[config.mk]
export PLATFORM = sky130hd
export DESIGN_NAME = countdown_timer_4bit
export DESIGN_NICKNAME = d
export VERILOG_FILES = /design/src/rtl/countdown_timer_4bit.sv
export SDC_FILE = /design/constraint.sdc
export NUM_CORES = 1
export LEC_CHECK = 0
export ABC_AREA = 1
export CAP_MARGIN = 5
export CORE_AREA = 2 2 39 41
export CTS_BUF_LIST = sky130_fd_sc_hd__clkbuf_4 sky130_fd_sc_hd__clkbuf_8 sky130_fd_sc_hd__clkbuf_16
export CTS_CLUSTER_DIAMETER = 150
export DETAILED_ROUTE_END_ITERATION = 8
export DIE_AREA = 0 0 41 43
export HOLD_SLACK_MARGIN = 0.02
export PLACE_DENSITY = 0.72
export SYNTH_ARGS = -nofsm -noshare
export SYNTH_HDL_FRONTEND = slang
export SYNTH_SLANG_ARGS = --single-unit
export TNS_END_PERCENT = 100
[constraint.sdc]
create_clock -name Clk -period 3.2 [get_ports Clk]
set_input_delay 0.48 -clock Clk [delete_from_list [all_inputs] [get_ports Clk]]
set_output_delay 0.48 -clock Clk [all_outputs]
set_load 0.03 [all_outputs]
[src/rtl/countdown_timer_4bit.sv]
// countdown_timer_4bit: loadable one-shot down-counter with one-cycle DONE expiry pulse.
// Define COUNTDOWN_AUTO_RELOAD_EN for periodic reload at expiry instead of one-shot.
module countdown_timer_4bit #(
    parameter int WIDTH = 4
) (
    input  logic             Clk,
    input  logic             RSTB,
    input  logic             ABORT,
    input  logic             LOAD,
    input  logic [WIDTH-1:0] D,
    input  logic             EN,
    output logic [WIDTH-1:0] Q,
    output logic             BUSY,
    output logic             ZERO,
    output logic             DONE
);
    localparam logic [0:0] IDLE = 1'b0;
    localparam logic [0:0] RUN  = 1'b1;
    logic [0:0]       state;
    logic [WIDTH-1:0] count;
    logic             terminal;
    assign terminal = (state == RUN) && EN && (count == WIDTH'(1));
    assign Q    = count;
    assign BUSY = (state == RUN);
    assign ZERO = (count == '0);
`ifdef COUNTDOWN_AUTO_RELOAD_EN
    logic [WIDTH-1:0] reload;
    always_ff @(posedge Clk or negedge RSTB)
        if (!RSTB)
            reload <= '0;
        else if (!ABORT && LOAD)
            reload <= D;
`endif
    always_ff @(posedge Clk or negedge RSTB)
        if (!RSTB) begin
            count <= '0;
            state <= IDLE;
            DONE  <= 1'b0;
        end else if (ABORT) begin
            count <= '0;
            state <= IDLE;
            DONE  <= 1'b0;
        end else if (LOAD) begin
            count <= D;
            state <= (D != '0) ? RUN : IDLE;
            DONE  <= (D == '0);
        end else if (terminal) begin
`ifdef COUNTDOWN_AUTO_RELOAD_EN
            count <= reload;
            state <= RUN;
`else
            count <= '0;
            state <= IDLE;
`endif
            DONE  <= 1'b1;
        end else begin
            count <= (state == RUN && EN) ? count - WIDTH'(1) : count;
            DONE  <= 1'b0;
        end
endmodule

==> results of run 1 <==
per-layer routing:
metal	vias up	GRT usage (%)	wire [microns]	share of wire, %
li1	218	-	-	-
met1	185	16.61	366	43
met2	17	16.88	415	49
met3	0	6.283	67	7.9
met4	0	6.000	0	0
met5	-	0	0	0
worst max-delay path by stage:
stage | startpoint | endpoint | slack [ns] | cells after the start
after floorplan | Q[0] | ZERO | 1.44 | 4
after global placement | Q[0] | ZERO | 1.25 | 5
after detailed placement | Q[0] | ZERO | 1.19 | 5
after CTS | Q[0] | ZERO | 0.93 | 5
after global routing | Q[0] | ZERO | 0.80 | 5
final | Q[0] | ZERO | 0.95 | 5
cell families after synthesis:
kind of cell / after synthesis / share of synthesized area [%]
buffers and inverters: 8 / 9.147
AO/OA/AOI/OAI: 3 / 4.878
flip-flops: 6 / 36.58
XOR/XNOR: 1 / 2.135
adder cells (fa/ha/maj): 2 / 6.097
AND/OR/NAND/NOR: 41 / 41.16
registers in the layout, summed over array words and instances (netlist names):
name / cells
BUSY: 1
DONE: 1
Q: 4
power by group through the flow:
| stage | registers (mW) | clock network, mW | logic [mW] |
|---|---|---|---|
| 4_1_cts | 0.0909 | 0.0722 | 0.0972 |
| 6_report | 0.0907 | 0.0688 | 0.0963 |
| 3_3_place_gp | 0.0917 | 0 | 0.0957 |
| 2_1_floorplan | 0.105 | 0 | 0.0449 |
| 3_5_place_dp | 0.0920 | 0 | 0.0966 |
| 5_1_grt | 0.0919 | 0.0787 | 0.108 |
metrics by stage:
step | instance area, sq um | setup slack (ns) | std cells | total power [mW]
6_report | 591.8 | 0.9466 | 94 | 0.2558
5_1_grt | 591.8 | 0.7983 | 94 | 0.2782
4_1_cts | 591.8 | 0.9280 | 94 | 0.2603
3_5_place_dp | 569.3 | 1.189 | 91 | 0.1885
3_3_place_gp | 569.3 | 1.252 | 91 | 0.1875
2_1_floorplan | 410.4 | 1.438 | 61 | 0.1498
layout make-up:
cell class,instances,area share (%)
Sequential cell,6,25.37
Timing Repair Buffer,15,25.37
Inverter,7,4.440
Multi-Input combinational cell,47,37.63
Tap cell,16,3.383
Clock buffer,3,3.805
placed cells by master (no fill, tap or decap):
master and count:
a21oi_1 1, nand3_1 2, clkdlybuf4s50_1 15, inv_2 2, nor2_4 1, ha_1 2
nor2_1 7, xor2_1 1, clkbuf_4 3, nand2_1 29, nand2_2 1, a21oi_2 1
dfrtp_1 6, inv_1 5, nor2_2 1, o22ai_1 1
==> impl_metrics.ini, run 1 <==
[outcome]
status = complete, no violations

[floorplan]
fp.dieH_microns = 43
io_pins = 16
coreArea_sq_mm = 0.001384
die_area_sq_mm = 0.001763
start_util_pct = 29.66
dieWidth_microns = 41
rows = 14

[cts]
cts.clk_slew.worst_paths_ns = 0.05
cts-root-buf = clkbuf_4
cts_buffer_depth = 2
post_cts_resized = 0
clock-sinks = 6
clk_latency_ns = 0.24
cts_max_level = 1
cts_tree = yes
cts_made_buffers = 3
ctsHoldBuffers = 0
postCtsSetupBuffers = 0

[setup_path]
endpoint_kind = output port
critical_path_arrival_ns = 1.77
start_kind = register
cp_slowest_stage_delay_ns = 0.66
ff2ff_setup_slack_ns = 1.95
cp.buffers_inverters = 2
critPathMaxFanout = 4
critical_path.slowest_cell = clkdlybuf4s50_1
r2r_start = Q[1]
r2r_cells = 9
cp_top_family = buffers and inverters
crit_required_ns = 2.72
r2r_end = Q[2]
crit_type = register to output port
cp_cell_sequence = inv_1 -> ha_1 -> nand2_1 -> nor2_1 -> clkdlybuf4s50_1

[detailed_routing]
drc = 0
vias_per_cell = 4.468
routed_wirelength_microns = 849
ant_nets = 0
num_vias = 420
drt_iter0_drc = 10
post_drt_wl_per_cell_microns = 9.032
drtPass1Iterations = 4

[logic_synthesis]
synth_area_leaders = dfrtp_1, nand2_1, nor2_1, ha_1, inv_1
ys_seq_area_share_pct = 36.59
yosysMostFrequentCell = nand2_1
netlist.top_cell.by_area = dfrtp_1
synth_area_sq_um = 410.4
synthTopCellsByCount = nand2_1, nor2_1, dfrtp_1, inv_1
synth_cell_types = 15
ys_ff_latch = 6
postSynth.asyncResetShare_pct = 100.0
synth_nets = 72
synthFlopType = dfrtp_1
yosys.area.top_type_share_pct = 36.59
synth_cells = 61
avgSynthCellArea_sq_um = 6.728
synth_warnings = 0
synth_edf_count = 0

[sta]
whs_ns = 0.4723
fin_setup_tns_ns = 0
period_minus_slack_ns = 2.253
finalMaxSlewViolations = 0
max_freq_mhz = 443.8
tightest_slew_ns = 0.3056
period_share_pct = 70.42
slew_headroom_pct = 79.56
final-setup-viol-count = 0
rsz0062_at_grt = no
clock_skew_ns = 0.005650
hold_violations = 0

[power_and_ir_drop]
internal_power_mw = 0.1673
pwr-share-seq_pct = 35.5
comb_power_share_pct = 37.6
p_sw_mw = 0.08851
peakVddDrop_uv = 260.7
p_sw_share_pct = 34.60
p_per_area_mw_per_mm2 = 432.2
clkPwrFrac_pct = 26.9
p_leak_nw = 0.3072

[cells_and_area]
num-fill-cells = 142
layout-drive-gt1-share_pct = 11.54
multiInputGateArea_sq_um = 222.7
final_net_count = 91
utilization_pct = 42.77
num_antenna_cells = 0
syn2layout_area_growth_pct = 44.21
final-seq-area_sq_um = 150.1

[global_routing]
grt_overflow = 0
grt_pass1_wl_microns = 1476
antenna_found_initial = 0
grt_pass1_vias = 367
grt_max_degree = 9
track_usage_pct = 12.70

[flow_run]
cap_violations = 0

[place]
io_buffers = 15
gp_congestion = 0.7817
place_hpwl_microns = 706.5

[hold_path]
worst_hold_path_type = input pin to async pin
(Power assumes the default switching activity.)
==> run 2: changes to the inputs <==
- clock period: 3.2 -> 2.25 ns (I/O delays scaled with it)
==> run 2 against run 1 <==
Against the previous run:
- register-to-register slack worse by 0.95 ns
- final cell count unchanged
- critical path depth unchanged
- largest cell class unchanged
==> impl_metrics.ini, run 2 (same netlist as run 1, synthesis figures left out) <==
[outcome]
status = complete, no violations

[setup_path]
crit_type = register to output port
ff2ff_setup_slack_ns = 1.00
start_kind = register
r2r_end = Q[2]
r2r_start = Q[1]
critical_path.slowest_cell = dfrtp_1
crit_required_ns = 1.91
critical_path_arrival_ns = 1.39
cp_cell_sequence = inv_1 -> ha_1 -> nand2_1 -> nor2_1 -> dlymetal6s2s_1
endpoint_kind = output port
critPathMaxFanout = 4
cp_slowest_stage_delay_ns = 0.40
r2r_cells = 9

[floorplan]
io_pins = 16
start_util_pct = 29.66
rows = 14
coreArea_sq_mm = 0.001384
dieWidth_microns = 41
fp.dieH_microns = 43
die_area_sq_mm = 0.001763

[sta]
max_freq_mhz = 578.3
fin_setup_tns_ns = 0
final-setup-viol-count = 0
hold_violations = 0
period_share_pct = 76.85
clock_skew_ns = 0.005650
rsz0062_at_grt = no
finalMaxSlewViolations = 0
tightest_slew_ns = 0.3130
period_minus_slack_ns = 1.729
slew_headroom_pct = 79.10

[cts]
cts.clk_slew.worst_paths_ns = 0.05
post_cts_resized = 0
postCtsSetupBuffers = 0
clk_latency_ns = 0.24
cts_buffer_depth = 2
cts-root-buf = clkbuf_4
ctsHoldBuffers = 0
cts_max_level = 1
cts_tree = yes
clock-sinks = 6
cts_made_buffers = 3

[global_routing]
grt_pass1_wl_microns = 1476
grt_pass1_vias = 367
grt_use_met2_pct = 16.88
grt_use_met3_pct = 6.283
track_usage_pct = 12.70
grt_overflow = 0
met1_usage_pct = 16.61
grt_busiest_layer = met2
grt_max_degree = 9
antenna_found_initial = 0

[detailed_routing]
num_vias = 424
post_drt_wl_per_cell_microns = 9.117
drtPass1Iterations = 4
routed_wirelength_microns = 857
drt_iter0_drc = 10
vias_per_cell = 4.511
ant_nets = 0
drc = 0

[place]
gp_congestion = 0.7818
io_buffers = 15
place_area_sq_um = 569.3
dp_cells = 91
place_hpwl_microns = 706.5

[power_and_ir_drop]
p_sw_mw = 0.1261
p_sw_share_pct = 34.70
peakVddDrop_uv = 371.0
internal_power_mw = 0.2373
clkPwrFrac_pct = 26.9
p_per_area_mw_per_mm2 = 611.4
p_leak_nw = 0.3189
pwr-share-seq_pct = 35.5
comb_power_share_pct = 37.5

[cells_and_area]
final_net_count = 91
num_antenna_cells = 0
fin_area_sq_um = 594.3
largest_reg_flops = 4
syn2layout_area_growth_pct = 44.82
layout_commonest_cell = nand2_1
mostFrequentLayoutCells = nand2_1, clkdlybuf4s50_1, nor2_1, dfrtp_1, inv_1
fin_cells = 94
layout-drive-gt1-share_pct = 11.54

[flow_run]
cap_violations = 0

[hold_path]
worst_hold_path_type = input pin to async pin
[run 2: cell type report]
class / count / area, sq um
multi-input combinational: 47 / 222.7
timing repair buffer: 15 / 152.6
clock buffer: 3 / 22.52
inverter: 7 / 26.28
fill: 143 / 789.5
tap: 16 / 20.02
sequential: 6 / 150.1
[run 2: worst max path at each step]
stage          start  cells past startpoint    to
3_5_place_dp    Q[0]                      5  ZERO
4_1_cts         Q[0]                      5  ZERO
5_1_grt         Q[0]                      5  ZERO
3_3_place_gp    Q[0]                      5  ZERO
2_1_floorplan   Q[0]                      4  ZERO
6_report        Q[0]                      5  ZERO
[run 2: routing by layer]
metal,vias up,share of wire (%)
li1,218,-
met1,189,43
met2,17,49
met3,0,8.1
met4,0,0
met5,-,0
[run 2: power groups by stage]
stage | Sequential, mW | Clock, mW | Combinational [mW]
2_1_floorplan | 0.149 | 0 | 0.0639
3_3_place_gp | 0.130 | 0 | 0.136
3_5_place_dp | 0.131 | 0 | 0.137
4_1_cts | 0.129 | 0.103 | 0.138
5_1_grt | 0.131 | 0.112 | 0.152
6_report | 0.129 | 0.0978 | 0.136
[run 2: worst max-delay path: cells and delay by family (launching register included)]
family                   cells  cell delay [ns]
adder cells (fa/ha/maj)      1             0.20
AND/OR/NAND/NOR              2             0.14
buffers and inverters        2             0.42
flip-flops                   1             0.40
[run 2: through the flow]
step | util, % | power [mW] | hold slack (ns) | setup WS [ns]
detailed placement | 41.14 | 0.2682 | 0.5355 | 0.3819
CTS | 42.77 | 0.3702 | 0.3348 | 0.1205
global route | 42.95 | 0.3945 | 0.3448 | 0.3952
floorplan | - | 0.2131 | 0.04191 | 0.6303
global placement | 41.14 | 0.2666 | 0.5217 | 0.4442
finish | 42.95 | 0.3634 | 0.3298 | 0.5209
==> run 3: changes to the inputs <==
- clock period: 2.25 -> 1.66 ns (I/O delays scaled with it)
==> run 3 against run 2 <==
Against the previous run:
- sequential power is 36% higher
- largest power group unchanged
- register-to-register slack worse by 0.60 ns
- highest routed layer is now met4
- clock skew is 0.0037 ns lower
==> impl_metrics.ini, run 3 (same netlist as run 1, synthesis figures left out) <==
[outcome]
status = complete, no violations

[sta]
setup_slack_ns = 0.07217
period_minus_slack_ns = 1.588
fin_setup_tns_ns = 0
period_share_pct = 95.65
whs_ns = 0.2444
clock_skew_ns = 0.001911
rsz0062_at_grt = no
final-setup-viol-count = 0
hold_violations = 0
finalMaxSlewViolations = 0
slew_headroom_pct = 78.61
max_freq_mhz = 629.8
tightest_slew_ns = 0.3198

[setup_path]
critical_path_arrival_ns = 1.34
crit_required_ns = 1.41
cp_slowest_stage_delay_ns = 0.69
crit_type = register to output port
endpoint_kind = output port
cp_top_family = buffers and inverters
cp_cell_sequence = clkdlybuf4s50_1
start_kind = register
critical_path.slowest_cell = clkdlybuf4s50_1
cp.buffers_inverters = 1
critPathMaxFanout = 5

[cells_and_area]
layout-drive-gt1-share_pct = 12.82
largest_reg_flops = 4
layout_commonest_cell = nand2_1
multiInputGateArea_sq_um = 222.7
syn2layout_area_growth_pct = 44.21
num_antenna_cells = 0
final-seq-area_sq_um = 150.1
num-fill-cells = 146
final_net_count = 91
mostFrequentLayoutCells = nand2_1, clkdlybuf4s50_1, nor2_1, dfrtp_1, inv_1

[global_routing]
grt_pass1_vias = 361
grt_overflow = 0
antenna_found_initial = 0
track_usage_pct = 12.11
grt_max_degree = 9
grt_pass1_wl_microns = 1386

[hold_path]
worst_hold_path_type = input pin to async pin

[cts]
cts_tree = yes
cts_max_level = 1
clk_latency_ns = 0.24
cts.clk_slew.worst_paths_ns = 0.04
cts_made_buffers = 3
clock-sinks = 6
cts_buffer_depth = 2
cts-root-buf = clkbuf_4

[detailed_routing]
drc = 0
routed_wirelength_microns = 857
vias_per_cell = 4.489
drt_iter0_drc = 14
ant_nets = 0
drtPass1Iterations = 4
num_vias = 422
post_drt_wl_per_cell_microns = 9.117

[floorplan]
die_area_sq_mm = 0.001763
start_util_pct = 29.66
fp.dieH_microns = 43
dieWidth_microns = 41
coreArea_sq_mm = 0.001384
rows = 14
io_pins = 16

[power_and_ir_drop]
peakVddDrop_uv = 408.5
p_per_area_mw_per_mm2 = 819.3
p_total_mw = 0.4849
p_leak_nw = 0.3230

[place]
post-place-ws_ns = 0.2285
io_buffers = 15
place_hpwl_microns = 699.5
gp_congestion = 0.7898

[flow_run]
cap_violations = 0
==> run 3: changes by cell type in the layout (fill, tap and decap cells not counted), sizes merged <==
| cell | delta |
|---|---|
| buf | +1 |
| clkdlybuf4s50 | -1 |
==> run 3: path summary, 6_finish.rpt <==
check	startpoint	end	slack, ns	cells past startpoint
min reg2reg	Q[0]	Q[0]	0.55	2
max in group asynchronous	RSTB	Q[2]	1.21	1
min	RSTB	Q[1]	0.24	1
min in group Clk	Q[0]	Q[0]	0.55	2
max reg2reg	Q[1]	Q[2]	0.40	9
max	Q[3]	Q[3]	0.07	1
==> run 3: area by class of cell <==
class	count	share of cell area, %
repair buffers	15	25.37
multi-input cells	47	37.63
flip-flops and latches	6	25.37
clock buffers	3	3.805
inverters	7	4.440
well taps	16	3.383
==> run 3: per-layer routing <==
metal | track usage, % | vias to the layer above | routed length [microns]
met3 | 5.236 | 2 | 51
met4 | 8.000 | 0 | 8
li1 | - | 219 | -
met2 | 17.19 | 13 | 415
met1 | 14.05 | 188 | 381
met5 | 0 | - | 0
==> run 3: metrics by stage <==
stage,utilization (%),std cells,area [sq um]
after global routing,42.77,94,591.8
after floorplan,-,61,410.4
after global placement,40.96,91,566.8
final,42.77,94,591.8
after detailed placement,40.96,91,566.8
after CTS,42.59,94,589.3
==> run 3: power by group <==
part / internal, mW / switching [mW]
clock: 0.0813 / 0.0461
combinational: 0.0774 / 0.104
sequential: 0.160 / 0.0161
==> run 3: timing repair <==
action | CTS | global route
gates resized for setup | 0 | 1
setup buffers | 0 | 0
hold buffers | 0 | 0
setup endpoints to repair | 0 | 1
